$ cat config.mk
export PLATFORM = sky130hd
export DESIGN_NAME = ctrl_wb_lq
export DESIGN_NICKNAME = d
export VERILOG_FILES = /design/src/rtl/ctrl_wb_lq.sv
export SDC_FILE = /design/constraint.sdc
export NUM_CORES = 1
export LEC_CHECK = 0
export ABC_AREA = 0
export BUFFER_PORTS_ARGS = -buffer_cell sky130_fd_sc_hd__buf_2
export CELL_PAD_IN_SITES_DETAIL_PLACEMENT = 0
export CELL_PAD_IN_SITES_GLOBAL_PLACEMENT = 2
export CORE_MARGIN = 1.5
export CORE_UTILIZATION = 23
export DETAILED_ROUTE_END_ITERATION = 6
export PLACE_DENSITY = 0.6
export SETUP_SLACK_MARGIN = 0.1
export SKIP_CTS_REPAIR_TIMING = 1
export SLEW_MARGIN = 20
export SYNTH_ARGS = -nofsm -noshare
export SYNTH_HDL_FRONTEND = slang
export SYNTH_SLANG_ARGS = --single-unit
$ cat constraint.sdc
create_clock -name clk -period 3.15 [get_ports clk]
set_input_delay 0.63 -clock clk [delete_from_list [all_inputs] [get_ports clk]]
set_output_delay 0.63 -clock clk [all_outputs]
set_load 0.02 [all_outputs]
$ cat src/rtl/ctrl_wb_lq.sv
// Write-back controller for the Thumb pipeline: decodes the WB instruction, drives the
// register-file write port and tracks outstanding LDR destinations in an in-order load queue.
module ctrl_wb_lq #(
    parameter int NREGS    = 16,
    parameter int LQ_DEPTH = 4,
    parameter int SP_IDX   = 13,
    localparam int AW      = $clog2(NREGS),
    localparam int CW      = $clog2(LQ_DEPTH + 1)
) (
    input  logic             clk,
    input  logic             rst,
    input  logic [15:0]      i_ir_wb,
    input  logic             i_ir_valid,
    output logic             o_stall,
    input  logic             i_ld_valid,
    output logic [AW-1:0]    o_addr_rd_r,
    output logic             o_registers_rd_en,
    output logic             o_rd_sel,
    output logic [NREGS-1:0] o_busy,
    output logic [CW-1:0]    o_lq_count,
    output logic             o_err
);

    localparam int PW = $clog2(LQ_DEPTH);

    typedef enum logic [1:0] {
        CLS_NOP,
        CLS_WRITER,
        CLS_LOAD
    } ir_class_e;

    ir_class_e        cls;
    logic [AW-1:0]    rd;
    logic             is_writer;
    logic             is_load;
    logic             accept;
    logic             enq;
    logic             deq;
    logic             empty;
    logic             full;
    logic [NREGS-1:0] busy_c;

    logic [AW-1:0]    q_mem [LQ_DEPTH];
    logic [PW-1:0]    head_q;
    logic [PW-1:0]    tail_q;
    logic [CW-1:0]    count_q;
    logic [AW-1:0]    addr_q;
    logic             en_q;
    logic             sel_q;
    logic             err_q;

    // Patterns are on ir[15:7]; the low bits are don't-care except where they carry rd.
    always_comb begin
        // NOTE: every always_comb output gets a default first so no path can infer a latch.
        cls = CLS_NOP;
        rd  = '0;
        casez (i_ir_wb)
            16'b0001_110?_????_????: begin cls = CLS_WRITER; rd = AW'(i_ir_wb[2:0]);  end
            16'b1011_0000_1???_????: begin cls = CLS_WRITER; rd = AW'(SP_IDX);        end
            16'b0010_0???_????_????: begin cls = CLS_WRITER; rd = AW'(i_ir_wb[10:8]); end
            16'b0100_0110_????_????: begin
                cls = CLS_WRITER;
                rd  = AW'({i_ir_wb[7], i_ir_wb[2:0]});
            end
            16'b0110_1???_????_????: begin cls = CLS_LOAD;   rd = AW'(i_ir_wb[2:0]);  end
            default: ;
        endcase
    end

    assign is_writer = (cls == CLS_WRITER);
    assign is_load   = (cls == CLS_LOAD);
    assign empty     = (count_q == '0);
    assign full      = (count_q == CW'(LQ_DEPTH));

    // Busy mask covers only the live window [head, head+count) of the circular queue.
    always_comb begin
        logic [PW-1:0] idx;
        busy_c = '0;
        idx    = '0;
        for (int k = 0; k < LQ_DEPTH; k++) begin
            idx = head_q + PW'(k);
            if (CW'(k) < count_q) begin
                busy_c[q_mem[idx]] = 1'b1;
            end
        end
    end

    // A writer yields the single write port to returning load data and waits out WAW hazards.
    assign o_stall = i_ir_valid &
                     ((is_writer & (i_ld_valid | busy_c[rd])) |
                      (is_load & full & ~i_ld_valid));

    assign accept = i_ir_valid & ~o_stall;
    assign enq    = accept & is_load;
    assign deq    = i_ld_valid & ~empty;

    // NOTE: queue storage has no reset; head/tail/count define which entries are meaningful.
    always_ff @(posedge clk) begin
        if (enq) begin
            q_mem[tail_q] <= rd;
        end
    end

    always_ff @(posedge clk or negedge rst) begin
        if (!rst) begin
            // NOTE: sequential state uses non-blocking assignments so all registers update together.
            head_q  <= '0;
            tail_q  <= '0;
            count_q <= '0;
            addr_q  <= '0;
            en_q    <= 1'b0;
            sel_q   <= 1'b0;
            err_q   <= 1'b0;
        end else begin
            if (deq) begin
                head_q <= head_q + PW'(1);
            end
            if (enq) begin
                tail_q <= tail_q + PW'(1);
            end
            count_q <= count_q + CW'(enq) - CW'(deq);

            if (deq) begin
                addr_q <= q_mem[head_q];
                en_q   <= 1'b1;
                sel_q  <= 1'b1;
            end else if (accept & is_writer) begin
                addr_q <= rd;
                en_q   <= 1'b1;
                sel_q  <= 1'b0;
            end else begin
                addr_q <= '0;
                en_q   <= 1'b0;
                sel_q  <= 1'b0;
            end

            err_q <= i_ld_valid & empty;
        end
    end

    assign o_addr_rd_r       = addr_q;
    assign o_registers_rd_en = en_q;
    assign o_rd_sel          = sel_q;
    assign o_busy            = busy_c;
    assign o_lq_count        = count_q;
    assign o_err             = err_q;

endmodule

==> results of run 1 <==
==> power by group through the flow <==
stage	Combinational (W)	Sequential, W	Clock [W]
floorplan	0.00151	0.000595	0
finish	0.00334	0.000548	0.000472
CTS	0.00284	0.000528	0.000485
global placement	0.00283	0.000532	0
global route	0.00356	0.000559	0.000501
detailed placement	0.00283	0.000534	0
==> cells in the final DEF, fill, tap and decap left out, drive strengths merged, types with 2 or more instances in the layout <==
cell / instances
or2: 3
dfrtp: 14
nand2: 14
clkbuf: 10
nor2: 8
or3: 2
o2111ai: 16
nor3: 11
nand3: 32
nor4: 4
nor3b: 2
nor2b: 10
mux2: 9
buf: 136
a21oi: 2
inv: 12
o21ai: 11
o21bai: 3
o211ai: 18
o22ai: 12
xnor2: 4
nand2b: 9
o2bb2ai: 2
mux4: 8
and2: 8
or3b: 2
mux2i: 12
edfxtp: 16
ha: 8
==> stage by stage <==
stage / total power, W / setup TNS, ns / hold WS [ns] / cells / setup slack (ns)
final: 0.004357 / -0.3777 / 0.2428 / 547 / -0.3777
after global routing: 0.004622 / -0.4905 / 0.2658 / 547 / -0.4905
after CTS: 0.003849 / -0.5225 / 0.2491 / 534 / -0.5225
after detailed placement: 0.003366 / -0.4016 / 0.5456 / 526 / -0.4016
after global placement: 0.003360 / -0.3935 / 0.5381 / 526 / -0.3935
after floorplan: 0.002104 / -0.09931 / 0.3344 / 267 / -0.09931
==> worst paths after layout <==
kind / from / endpoint / depth (start not counted)
worst max-delay path: head_q[1]$_DFFE_PN0P_ / o_stall / 10
worst min-delay path: rst / o_addr_rd_r[0]$_DFF_PN0_ / 1
worst max register to register: head_q[1]$_DFFE_PN0P_ / o_addr_rd_r[3]$_DFF_PN0_ / 10
worst min register to register: tail_q[1]$_DFFE_PN0P_ / tail_q[1]$_DFFE_PN0P_ / 2
max in group asynchronous: rst / head_q[0]$_DFFE_PN0P_ / 1
min in group clk: tail_q[1]$_DFFE_PN0P_ / tail_q[1]$_DFFE_PN0P_ / 2
==> cells by family (layout without fill, tap and decap cells) <==
group / after synthesis / in the layout
AND/OR/NAND/NOR: 108 / 108
AO/OA/AOI/OAI: 69 / 69
flip-flops: 30 / 30
multiplexers: 29 / 29
buffers and inverters: 18 / 158
adder cells (fa/ha/maj): 9 / 9
XOR/XNOR: 4 / 4
==> layer usage <==
layer	GRT usage	vias to the layer above
met5	0	-
met4	0.04545	0
met1	0.2041	1367
met2	0.2768	49
met3	0.02939	16
li1	-	1339
==> sequential cells by signal, indices dropped and copies added (netlist names) <==
register	cells
o_err	1
o_addr_rd_r	4
o_lq_count	3
o_registers_rd_en	1
o_rd_sel	1
tail_q	2
head_q	2
q_mem	16
==> layout make-up <==
| class | count | area, sq um |
|---|---|---|
| Timing Repair Buffer | 138 | 1039 |
| Fill cell | 1126 | 6694 |
| Multi-Input combinational cell | 219 | 2098 |
| Inverter | 12 | 45.04 |
| Sequential cell | 30 | 833.3 |
| Clock buffer | 8 | 146.4 |
| Tap cell | 140 | 175.2 |
==> flow_summary.ini, run 1 <==
[timing]
clock.fmax_ghz = 0.2835
setup_viol = 1
grt_setup_unrepaired = true
finalHoldViolations = 0
slew_viol_final = 0
min_period_ns = 3.528
finalWorstSetupSlack_ns = -0.3777
fin_skew_ns = 0.005465
post-route-period-util = 1.120
slew-limit-headroom = 0.6271
tightest_slew_ns = 0.5536

[synth]
synthAdderAreaFrac = 0.04554
synth_edf_count = 16
async_flop_share = 0.4667
synthesis.area_sq_um = 2638
synth.avg_cell_area_sq_um = 9.878
synthFlopType = edfxtp_1
synth_top_cell_by_area = edfxtp_1
yosys-top-cells-count = nand3_1 (32), o211ai_1 (18), edfxtp_1 (16), o2111ai_1 (16)
yosysMostFrequentCell = nand3_1
synthTopCellsByArea = edfxtp_1 (18%), dfrtp_1 (13%), mux4_2 (6.8%)
synth-xor-area-share = 0.01328
synth_cell_types = 49
yosys.area_share.simple = 0.2405
seq_area_frac_synth = 0.3150
syn-num-nets = 296
yosysWarningCount = 0
synthDominantCellAreaShare = 0.1822
synth_top_family_by_area = simple AND/OR/NAND/NOR gates
synth.area.mux_share = 0.1584
synth_compound_gate_area_share = 0.1935
synth_seq_cells = 30
syn_inst = 267

[cells_and_area]
n_antenna_cell = 0
fin_nets = 435
drive_gt1_frac = 0.5528
final_area_sq_um = 4337
fin_util = 0.3931
syn_to_final_growth_pct = 64.42

[clocking]
clk_pin_slew_worst_paths_ns = 0.05
cts_sinks = 30
clockBufferDepth = 2
cts_inserted_buffers = 5
cts_tree = yes
cts.htree.levels = 2
cts_root_buffer = clkbuf_16
insertion_delay_ns = 0.28

[place]
dpl.hpwl_microns = 7540
finalWeightedCongestion = 0.8297
postPlaceCellArea_sq_um = 3767
portBuffers = 42

[die]
core-area_sq_um = 11030
num_io_pins = 47
start_util = 0.2391
die_area_sq_um = 12120
dieWidth_microns = 110.1
row_count = 38
dieHeight_microns = 110.1

[power_and_ir_drop]
power.internal_w = 0.002405
seqPwrFrac = 0.126
swShare = 0.4480
clkPwrFrac = 0.108
leakage_nw = 1.820
p_sw_w = 0.001952
max-vdd-ir-drop_mv = 0.3334
p_per_area_nw_per_um2 = 1005
power_frac_comb = 0.766

[global_routing]
grt_pass1_vias = 2719
grt.total_usage = 0.1604
grt_max_degree = 19
grt.overflow.total = 0
grt_pass1_wl_microns = 14540
antenna_found_initial = 0

[job]
cap_violations = 0

[setup_path]
cp.arrival_ns = 2.90
r2r_setup_slack_ns = 0.49
path_delay_family = compound AO/OA/AOI/OAI gates
crit_path_top_delay_cell = mux4_2
critPathMaxStageDelay_ns = 0.57
path_buf_inv = 2
required_ns = 2.52
cp-start-kind = flip-flop
cp_max_fo = 8
worstPathCellList = clkbuf_16 -> mux4_2 -> and2_1 -> nand3_1 -> o2111ai_4 -> o22ai_2 -> o211ai_1 -> and4_4 -> o311a_4 -> buf_4
cp-end-kind = output pin
crit_type = flip-flop to output pin

[route]
route.met2.wl_microns = 4812
drt_iter0_drc = 110
wirelength_microns = 9616
met1_length_microns = 4243
dr_total_vias = 2771
drtPass1Iterations = 4
vias_per_cell = 5.066
post_drt_wl_per_cell_microns = 17.58
final_antenna_net_count = 0
drc_errors = 0
maxUsedRoutingLayer = met4
met3_length_microns = 379

[outcome]
violations = negative setup slack
status = finished with violations

[hold_path]
hold_class = primary input to asynchronous set/reset pin
(Power assumes the default switching activity.)
==> inputs of run 2 (changes only) <==
--- a/config.mk
+++ b/config.mk
@@ -12,10 +12,11 @@
 export CORE_MARGIN = 1.5
 export CORE_UTILIZATION = 23
 export DETAILED_ROUTE_END_ITERATION = 6
+export MAX_ROUTING_LAYER = met4
 export PLACE_DENSITY = 0.6
 export SETUP_SLACK_MARGIN = 0.1
 export SKIP_CTS_REPAIR_TIMING = 1
-export SLEW_MARGIN = 20
+export SLEW_MARGIN = 10
 export SYNTH_ARGS = -nofsm -noshare
 export SYNTH_HDL_FRONTEND = slang
 export SYNTH_SLANG_ARGS = --single-unit
==> run 2 against run 1 <==
  * The run still ends with negative setup slack left
  * Sequential share of layout area unchanged
  * Worst setup slack better by 0.0050 ns
  * Register-to-register slack about the same
  * Final cell count unchanged
  * Critical path type unchanged
  * Critical endpoint unchanged
  * Largest cell class unchanged
  * Highest routed layer unchanged
==> flow_summary.ini, run 2 (synthesized netlist as in run 1, its figures left out) <==
[outcome]
status = finished with violations
violations = negative setup slack

[clocking]
cts_root_buffer = clkbuf_16
cts_tree = yes
cts_sinks = 30
cts_inserted_buffers = 5
cts.htree.levels = 2
clk_pin_slew_worst_paths_ns = 0.05
insertion_delay_ns = 0.27
clockBufferDepth = 2

[route]
drtPass1Iterations = 4
final_antenna_net_count = 0
vias_per_cell = 5.075
dr_total_vias = 2776
drt_iter0_drc = 99
drc_errors = 0
wirelength_microns = 9577
post_drt_wl_per_cell_microns = 17.51

[cells_and_area]
multi_input_area_sq_um = 2098
area.sequential_sq_um = 833.3
final_cells = 547
largest_register_ff_count = 16
final_cell_mix = buf_4 (87), buf_2 (38), nand3_1 (31), o211ai_1 (18), edfxtp_1 (16)
fillerInstances = 1126
regMostFlops = q_mem
syn_to_final_growth_pct = 64.42
fin_util = 0.3931
mostFrequentLayoutCell = buf_4
fin_nets = 435
drive_gt1_frac = 0.5528
n_antenna_cell = 0

[place]
finalWeightedCongestion = 0.8424
dpl.hpwl_microns = 7540
dp_cells = 526
portBuffers = 42
pre_cts_ws_ns = -0.4016

[power_and_ir_drop]
leakage_nw = 1.820
max-vdd-ir-drop_mv = 0.3334
p_per_area_nw_per_um2 = 1005

[timing]
fin_skew_ns = 0.003381
slew-limit-headroom = 0.6261
min_period_ns = 3.523
setup_tns_ns = -0.3727
tightest_slew_ns = 0.5550
finalWorstSetupSlack_ns = -0.3727
slew_viol_final = 0
post-route-period-util = 1.118
setup_viol = 1
clock.fmax_ghz = 0.2839
grt_setup_unrepaired = true
finalHoldViolations = 0

[setup_path]
r2r-start = head_q[0]$_DFFE_PN0P_
cp_max_fo = 7
cp-start-kind = flip-flop
crit_type = flip-flop to output pin
cp-end-kind = output pin
r2r_end = o_addr_rd_r[3]$_DFF_PN0_
r2r_setup_slack_ns = 0.49
reg2regPathDepth = 11
required_ns = 2.52
cp.arrival_ns = 2.89

[global_routing]
antenna_found_initial = 0
grt.total_usage = 0.1650
grt_pass1_wl_microns = 14520
grt_max_degree = 19
grt_pass1_vias = 2723
grt.overflow.total = 0

[job]
cap_violations = 0

[die]
core-area_sq_um = 11030
num_io_pins = 47
start_util = 0.2391
dieWidth_microns = 110.1
row_count = 38
die_area_sq_um = 12120
dieHeight_microns = 110.1

[hold_path]
hold_class = primary input to asynchronous set/reset pin
[run 2: cell type report]
type,count,share of cell area
clock buffers,8,0.03376
inverters,12,0.01039
multi-input cells,219,0.4838
flip-flops and latches,30,0.1922
well taps,140,0.04039
repair buffers,138,0.2395
[run 2: how the worst max path moves through the flow]
stage	to	from	slack, ns
2_1_floorplan	o_stall	i_ir_wb[12]	-0.1
3_3_place_gp	o_stall	i_ir_wb[12]	-0.39
3_5_place_dp	o_stall	i_ir_wb[12]	-0.40
4_1_cts	o_stall	head_q[1]$_DFFE_PN0P_	-0.52
5_1_grt	o_stall	head_q[1]$_DFFE_PN0P_	-0.49
6_report	o_stall	head_q[0]$_DFFE_PN0P_	-0.37
[run 2: critical path, stage by stage, from the launching register on]
cell,delay (ns)
dfrtp_2,0.41
buf_12,0.14
mux4_2,0.51
nor2b_2,0.18
buf_4,0.15
nand3_1,0.09
o2111ai_2,0.21
o22ai_1,0.17
o21ai_1,0.09
and4_4,0.22
o311a_4,0.30
buf_4,0.15
[run 2: metal layers]
layer	vias to the layer above	share of wire	routed length (microns)	GRT usage
met1	1370	0.44	4200	0.2041
met3	10	0.041	397	0.02822
li1	1334	-	-	-
met5	-	0	0	-
met2	62	0.51	4848	0.2777
met4	0	0.014	130	0.04545
[run 2: stage by stage]
step | instance area (sq um) | power (W) | hold slack (ns)
6_report | 4337 | 0.004359 | 0.2433
5_1_grt | 4337 | 0.004621 | 0.2661
4_1_cts | 3914 | 0.003849 | 0.2491
3_5_place_dp | 3767 | 0.003366 | 0.5456
3_3_place_gp | 3767 | 0.003360 | 0.5381
2_1_floorplan | 2765 | 0.002104 | 0.3344
[run 2: power by group]
| part | switching, W | internal [W] | total [W] |
|---|---|---|---|
| Combinational | 0.00174 | 0.00160 | 0.00334 |
| Sequential | 0.0000585 | 0.000490 | 0.000548 |
| Clock | 0.000156 | 0.000314 | 0.000470 |
| Total | 0.00195 | 0.00241 | 0.00436 |
